### config.mk
export PLATFORM = sky130hd
export DESIGN_NAME = gain_control
export DESIGN_NICKNAME = d
export VERILOG_FILES = /design/src/rtl/gain_pkg.sv /design/src/rtl/bcd_to_bin.sv /design/src/rtl/gain_control.sv
export SDC_FILE = /design/constraint.sdc
export NUM_CORES = 2
export LEC_CHECK = 0
export CELL_PAD_IN_SITES_DETAIL_PLACEMENT = 1
export CELL_PAD_IN_SITES_GLOBAL_PLACEMENT = 1
export CORE_MARGIN = 8
export CORE_UTILIZATION = 31
export DETAILED_ROUTE_END_ITERATION = 6
export HOLD_SLACK_MARGIN = 0.15
export PLACE_DENSITY_LB_ADDON = 0.12
export SLEW_MARGIN = 20
export SYNTH_ARGS = -nofsm -noshare
export SYNTH_HDL_FRONTEND = slang
export SYNTH_SLANG_ARGS = --single-unit
export TNS_END_PERCENT = 1
### constraint.sdc
create_clock -name clk_48 -period 23.1 [get_ports clk_48]
set_input_delay 4.62 -clock clk_48 [delete_from_list [all_inputs] [get_ports clk_48]]
set_output_delay 4.62 -clock clk_48 [all_outputs]
set_load 0.03 [all_outputs]
### src/rtl/gain_pkg.sv
// Shared types and constants for the gain_control block.
package gain_pkg;

  typedef enum logic [1:0] {IDLE, CONV, LOAD} conv_state_t;

  localparam logic [29:0] RECIP       = 30'd549755814;
  localparam int          RECIP_SHIFT = 39;
  localparam int          GAIN_W      = 14;
  localparam logic [3:0]  MAX_DIGIT   = 4'd9;

  // Decimal digit 'pos' (0 = units) of a non-negative value.
  function automatic logic [3:0] dec_digit(input int value, input int pos);
    int v;
    v = value;
    for (int i = 0; i < pos; i++) v = v / 10;
    return 4'(v % 10);
  endfunction

endpackage

### src/rtl/bcd_to_bin.sv
// Four-digit BCD to binary converter: 4 CONV cycles then a one-cycle LOAD pulse.
// A start in any state restarts from the most significant digit.
module bcd_to_bin
  import gain_pkg::*;
(
  input  logic              i_clk,
  input  logic              i_rst_n,
  input  logic              i_start,
  input  logic [3:0]        i_d3,
  input  logic [3:0]        i_d2,
  input  logic [3:0]        i_d1,
  input  logic [3:0]        i_d0,
  output logic              o_done,
  output logic [GAIN_W-1:0] o_value
);

  conv_state_t       r_state, w_state_nxt;
  logic [1:0]        r_idx, w_idx_nxt;
  logic [GAIN_W-1:0] r_acc, w_acc_nxt;
  logic [3:0]        w_digit;

  always_comb begin
    case (r_idx)
      2'd0:    w_digit = i_d3;
      2'd1:    w_digit = i_d2;
      2'd2:    w_digit = i_d1;
      default: w_digit = i_d0;
    endcase
  end

  always_ff @(posedge i_clk or negedge i_rst_n) begin
    if (!i_rst_n) begin
      r_state <= IDLE;
      r_idx   <= 2'd0;
      r_acc   <= '0;
    end else begin
      r_state <= w_state_nxt;
      r_idx   <= w_idx_nxt;
      r_acc   <= w_acc_nxt;
    end
  end

  always_comb begin
    w_state_nxt = r_state;
    w_idx_nxt   = r_idx;
    w_acc_nxt   = r_acc;
    o_done      = 1'b0;
    case (r_state)
      IDLE: ;
      CONV: begin
        w_acc_nxt = r_acc * GAIN_W'(10) + {{(GAIN_W-4){1'b0}}, w_digit};
        w_idx_nxt = r_idx + 2'd1;
        if (r_idx == 2'd3) w_state_nxt = LOAD;
      end
      LOAD: begin
        // A fresh edit supersedes the value about to be loaded.
        o_done      = !i_start;
        w_state_nxt = IDLE;
      end
      default: w_state_nxt = IDLE;
    endcase
    if (i_start) begin
      w_state_nxt = CONV;
      w_idx_nxt   = 2'd0;
      w_acc_nxt   = '0;
    end
  end

  assign o_value = r_acc;

endmodule

### src/rtl/gain_control.sv
// Audio gain stage with a BCD digit editor; outWave follows inWave by exactly 3 cycles, no backpressure.
// GAIN_CONTROL_ZERO_CROSS_EN defers each gain change to a zero crossing or ZC_TIMEOUT samples.
module gain_control
  import gain_pkg::*;
#(
  parameter int DEFAULT_GAIN = 1000,
  parameter int ZC_TIMEOUT   = 1024
) (
  input  logic               clk_48,
  input  logic               reset_n,
  input  logic signed [15:0] inWave,
  input  logic               btn_next,
  input  logic               btn_up,
  input  logic               btn_down,
  output logic signed [15:0] outWave,
  output logic               clip,
  output logic [3:0]         num3,
  output logic [3:0]         num2,
  output logic [3:0]         num1,
  output logic [3:0]         num0,
  output logic [1:0]         cursor
);

  // Button bit order: [2] next, [1] up, [0] down.
  logic [2:0]        r_sync1, r_sync2, r_btn_q;
  logic [2:0]        w_ev;
  logic              w_next_ev, w_up_ev, w_dn_ev, w_edit;
  logic [3:0]        r_num [4];
  logic [1:0]        r_cursor;
  logic [3:0]        w_sel, w_sel_inc, w_sel_dec;
  logic              w_done;
  logic [GAIN_W-1:0] w_value;
  logic [GAIN_W-1:0] r_pending, r_active;

  always_ff @(posedge clk_48 or negedge reset_n) begin
    if (!reset_n) begin
      r_sync1 <= '0;
      r_sync2 <= '0;
      r_btn_q <= '0;
    end else begin
      r_sync1 <= {btn_next, btn_up, btn_down};
      r_sync2 <= r_sync1;
      r_btn_q <= r_sync2;
    end
  end

  assign w_ev      = r_sync2 & ~r_btn_q;
  assign w_next_ev = w_ev[2];
  assign w_up_ev   = w_ev[1];
  assign w_dn_ev   = w_ev[0];
  assign w_edit    = w_up_ev ^ w_dn_ev;

  assign w_sel     = r_num[r_cursor];
  assign w_sel_inc = (w_sel >= MAX_DIGIT) ? 4'd0 : w_sel + 4'd1;
  assign w_sel_dec = (w_sel == 4'd0) ? MAX_DIGIT : w_sel - 4'd1;

  // The edit uses the pre-advance cursor, so next+up together edits then moves.
  always_ff @(posedge clk_48 or negedge reset_n) begin
    if (!reset_n) begin
      for (int i = 0; i < 4; i++) r_num[i] <= dec_digit(DEFAULT_GAIN, i);
      r_cursor <= 2'd0;
    end else begin
      if (w_up_ev && !w_dn_ev)      r_num[r_cursor] <= w_sel_inc;
      else if (w_dn_ev && !w_up_ev) r_num[r_cursor] <= w_sel_dec;
      if (w_next_ev) r_cursor <= r_cursor + 2'd1;
    end
  end

  bcd_to_bin u_bcd_to_bin (
    .i_clk   (clk_48),
    .i_rst_n (reset_n),
    .i_start (w_edit),
    .i_d3    (r_num[3]),
    .i_d2    (r_num[2]),
    .i_d1    (r_num[1]),
    .i_d0    (r_num[0]),
    .o_done  (w_done),
    .o_value (w_value)
  );

`ifdef GAIN_CONTROL_ZERO_CROSS_EN
  localparam int ZC_W = $clog2(ZC_TIMEOUT + 1);

  logic            r_zc_wait;
  logic [ZC_W-1:0] r_zc_cnt;
  logic            r_prev_sign;
  logic            w_cross;

  assign w_cross = (inWave == 16'sd0) || (inWave[15] != r_prev_sign);

  always_ff @(posedge clk_48 or negedge reset_n) begin
    if (!reset_n) begin
      r_pending   <= GAIN_W'(DEFAULT_GAIN);
      r_active    <= GAIN_W'(DEFAULT_GAIN);
      r_zc_wait   <= 1'b0;
      r_zc_cnt    <= '0;
      r_prev_sign <= 1'b0;
    end else begin
      r_prev_sign <= inWave[15];
      if (w_done) begin
        r_pending <= w_value;
        r_zc_wait <= 1'b1;
        r_zc_cnt  <= '0;
      end else if (r_zc_wait) begin
        if (w_cross || r_zc_cnt == ZC_W'(ZC_TIMEOUT - 1)) begin
          r_active  <= r_pending;
          r_zc_wait <= 1'b0;
        end else begin
          r_zc_cnt <= r_zc_cnt + 1'b1;
        end
      end
    end
  end
`else
  logic r_load_d;

  always_ff @(posedge clk_48 or negedge reset_n) begin
    if (!reset_n) begin
      r_pending <= GAIN_W'(DEFAULT_GAIN);
      r_active  <= GAIN_W'(DEFAULT_GAIN);
      r_load_d  <= 1'b0;
    end else begin
      r_load_d <= w_done;
      if (w_done)   r_pending <= w_value;
      if (r_load_d) r_active  <= r_pending;
    end
  end
`endif

  logic signed [14:0] w_gain_s;
  logic signed [30:0] r_p;
  logic        [30:0] w_abs;
  logic        [21:0] w_quot;
  logic signed [22:0] r_q;

  assign w_gain_s = $signed({1'b0, r_active});
  assign w_abs    = r_p[30] ? $unsigned(-r_p) : $unsigned(r_p);
  // Multiply by a rounded-up reciprocal: exact floor(|p|/1000) over the whole product range.
  assign w_quot   = 22'(({30'd0, w_abs} * {31'd0, RECIP}) >> RECIP_SHIFT);

  always_ff @(posedge clk_48 or negedge reset_n) begin
    if (!reset_n) begin
      r_p     <= '0;
      r_q     <= '0;
      outWave <= '0;
      clip    <= 1'b0;
    end else begin
      r_p <= 31'(inWave) * 31'(w_gain_s);
      r_q <= r_p[30] ? -$signed({1'b0, w_quot}) : $signed({1'b0, w_quot});
      if (r_q > 23'sd32767) begin
        outWave <= 16'sd32767;
        clip    <= 1'b1;
      end else if (r_q < -23'sd32768) begin
        outWave <= -16'sd32768;
        clip    <= 1'b1;
      end else begin
        outWave <= r_q[15:0];
        clip    <= 1'b0;
      end
    end
  end

  assign num3   = r_num[3];
  assign num2   = r_num[2];
  assign num1   = r_num[1];
  assign num0   = r_num[0];
  assign cursor = r_cursor;

endmodule

==> qor.csv <==
stage,metric,value,unit
run_status,status,completed,
synthesis,yosys.area.top_type_share,34.4,%
sta,hold_viol,0,
worst_setup_path,required,23480,ps
global_route,grt_pass1_wl,137000,um
synthesis,synth_enable_flop_cells,0,
synthesis,yosysTopAreaCell,fa_1,
power,cellPowerDensity,130,nW/um^2
sta,worstMarginPinSlew,1050,ps
clock_network,cts_max_path_buffers,2,
power,power.switching,2.36,mW
worst_setup_path,crit_chain,clkdlybuf4s50_1 > nand2_1 > fa_1 > inv_1 > fa_1 > fa_1 > inv_1 > fa_1 > inv_1 > fa_1 > fa_1 > ha_1 > and3_1 > and3_1 > a211oi_1 > o21ai_0 > a21o_1 > o21a_1 > o41ai_1 > o2111ai_1 > a21o_1 > a21oi_1 > xnor2_1,
synthesis,syn_inst,3001,
power,power,4.18,mW
worst_setup_path,crit_top_cell,fa_1,
power,swShare,56.4,%
power,intPower,1.82,mW
sta,rsz0062_at_grt,no,
global_route,grt_max_degree,81,
synthesis,synth_commonest_cells,"inv_1, fa_1, ha_1, nand2_1, dfrtp_1",
clock_network,cts_buffers,17,
global_route,antenna_found_initial,3,
flow_run,drv_cap,0,
routing,vias_per_cell,4.74,
clock_network,cts_resized,0,
synthesis,ys_dominant_reg_cell,dfrtp_1,
worst_setup_path,path_class,in -> reg,
global_route,grt_overflow,0,
sta,layout_min_cycle_time,11520,ps
synthesis,synth.distinct_cells,84,
sta,hold_ws,339,ps
synthesis,synth_compound_area_share,7.84,%
die,die_area,105000,um^2
routing,vias,20491,
worst_setup_path,critPathCaptureType,register,
die,core_area,94600,um^2
synthesis,yosys.area_share.simple,10.7,%
synthesis,async_flop_share,100,%
synthesis,ys_seq_area_share,12.4,%
min_path,hp-class,reg -> reg,
power,ir_drop,0.0851,mV
global_route,gr-usage-all-layers,16.6,%
sta,report.final.slew_viol_count,0,
power,leakagePower,17.7,nW
worst_setup_path,cp_slowest_stage_delay,830,ps
clock_network,cts_setup_buffers,0,
sta,fin_crit_sh,49.9,%
worst_setup_path,cp_top_family,adder cells,
finish,drive_gt1_share,4.12,%
clock_network,cts_hold_buffers,0,
clock_network,cts_tree,built,
worst_setup_path,critPathBufInv,4,
clock_network,cts-root-buf,clkbuf_16,
die,dieWidth,324,um
clock_network,clk_latency,480,ps
placed_design,detailed_place_hpwl,75800,um
die,rows,113,
synthesis,yosysMostFrequentCell,inv_1,
worst_setup_path,start_kind,input pin,
sta,finClkSkew,25.7,ps
sta,setup_tns,0,ps
synthesis,ys_ff_latch,145,
synthesis,synth_xor_area_share,3.79,%
die,top_level_ports,56,
routing,drc,0,
worst_setup_path,worst_path_max_delay_cell,clkdlybuf4s50_1,
synthesis,synthAdderAreaFrac,54.7,%
sta,slew_headroom,29.8,%
placed_design,port_buffers,55,
die,die_h,324,um
synthesis,synth_fp_nets,4007,
routing,final_antenna_net_count,0,
synthesis,synth_area,29500,um^2
synthesis,synth_top_family_by_area,adder cells,
power,seqPwrFrac,9.3,%
worst_setup_path,arrival,11900,ps
routing,dr.pass1.iters,5,
sta,max_freq,0.0868,GHz
global_route,grt_pass1_vias,23566,
power,clkPwrFrac,7.0,%
sta,setup_viol,0,
synthesis,ys.warnings.count,0,
routing,wl_per_cell,20.2,um
clock_network,cts.clk_slew.worst_paths,70,ps
routing,drt_wl_total,87300,um
power,pwr-share-comb,83.7,%
clock_network,clock-sinks,145,
worst_setup_path,worstPathMaxFanout,14,
synthesis,synth.area.mux_share,1.09,%
routing,drtIter0Drc,785,
die,initial_core_util,31.2,%
finish,area_growth_syn_to_layout,9.21,%
finish,fin_nets,4048,
synthesis,syn_area_per_cell,9.82,um^2
placed_design,gp_congestion,0.840,
clock_network,htreeDepth,4,
synthesis,synth.area.top_cells,"fa_1, ha_1, dfrtp_1, inv_1, nand2_1",
[stage by stage]
stage	util, %	cell area, um^2	setup slack (ps)	instances
after floorplan	-	29500	12400	3001
after global placement	33.4	31600	11160	4288
after detailed placement	33.4	31600	11050	4288
after CTS	34.0	32200	11570	4320
after global routing	34.0	32200	10940	4322
final	34.0	32200	11580	4322
[worst register-to-register path, delay by kind of cell (launching register included)]
family / cells / cell delay [ps]
compound gates: 3 / 850
xor+xnor: 3 / 520
fa+ha+maj: 11 / 4280
buf+inv: 8 / 970
flops: 1 / 670
simple gates: 14 / 4010
[registers in the layout, summed over array words and instances, names as in the netlist, 2 cells and up]
name                  count
r_p                      31
r_q                      23
outWave                  16
r_active                 14
r_pending                14
u_bcd_to_bin.o_value     14
num0                      4
num1                      4
num2                      4
num3                      4
r_btn_q                   3
r_sync1                   3
r_sync2                   3
cursor                    2
u_bcd_to_bin.r_idx        2
u_bcd_to_bin.r_state      2
[cell type report]
type / instances / area [um^2]
inverters: 684 / 2570
well taps: 1265 / 1580
multi-input cells: 2113 / 23000
fillers: 10767 / 62400
repair buffers: 81 / 747
diodes: 2 / 5.00
clock buffers: 18 / 429
flip-flops and latches: 145 / 3640
clock inverters: 14 / 161
[placed cells by master, fill, tap and decap left out, types with 5 or more instances in the layout]
cell type / netlist / layout
xor2_1: 32 / 32
o31ai_1: 13 / 13
ha_1: 478 / 478
o21ai_0: 86 / 86
o211ai_1: 8 / 8
dfrtp_1: 132 / 132
a211oi_1: 11 / 11
clkdlybuf4s50_1: 0 / 54
o41ai_1: 9 / 9
o21a_1: 26 / 26
buf_4: 1 / 26
fa_1: 507 / 507
inv_8: 0 / 5
and3_1: 7 / 7
mux2_2: 16 / 16
a31oi_1: 7 / 7
or2_2: 5 / 5
mux2i_1: 5 / 5
xnor2_1: 93 / 92
a21oi_1: 89 / 89
a21o_1: 39 / 39
clkbuf_16: 0 / 17
nor4_1: 7 / 7
inv_6: 0 / 5
dfstp_2: 13 / 13
or4_1: 8 / 8
nand2_1: 246 / 246
nor2b_1: 13 / 12
nand3_1: 25 / 25
o21bai_1: 13 / 13
inv_1: 684 / 684
or3_1: 9 / 9
and2_1: 130 / 130
nand2b_1: 19 / 19
nor2_1: 83 / 83
nor3_1: 31 / 31
nand4_1: 18 / 18
[power groups by stage]
stage	combinational, mW	sequential, mW	clock [mW]
2_1_floorplan	2.37	0.416	0
3_3_place_gp	3.47	0.392	0
3_5_place_dp	3.52	0.395	0
4_1_cts	3.57	0.390	0.306
5_1_grt	3.98	0.399	0.313
6_report	3.50	0.388	0.292
[final timing paths]
kind | start | to | slack (ps) | cells past startpoint
setup reg to reg | r_p[0] | r_q[18] | 11740 | 39
min in group asynchronous | reset_n | u_bcd_to_bin.o_value[9] | 4150 | 1
hold / removal | r_sync1[1] | r_sync2[1] | 340 | 0
setup / recovery | inWave[11] | r_p[27] | 11580 | 23
max in group asynchronous | reset_n | outWave[3] | 17590 | 2
hold reg to reg | r_sync1[1] | r_sync2[1] | 340 | 0
[cells by family (layout without fill, tap and decap cells)]
kind of cell	Yosys count	count (layout)
AO/OA/AOI/OAI	350	350
XOR/XNOR	126	126
adder cells (fa/ha/maj)	985	985
buffers and inverters	743	797
flip-flops	145	145
multiplexers	25	25
other	0	2
AND/OR/NAND/NOR	627	627
[routing by layer]
layer	up-vias	wire, um	GRT usage (%)
met3	70	1960	1.90
met2	191	40800	27.6
li1	9566	-	-
met5	-	0	0
met4	0	1760	3.94
met1	10664	42800	23.1
Note: power is estimated with default switching activity, not from simulation.
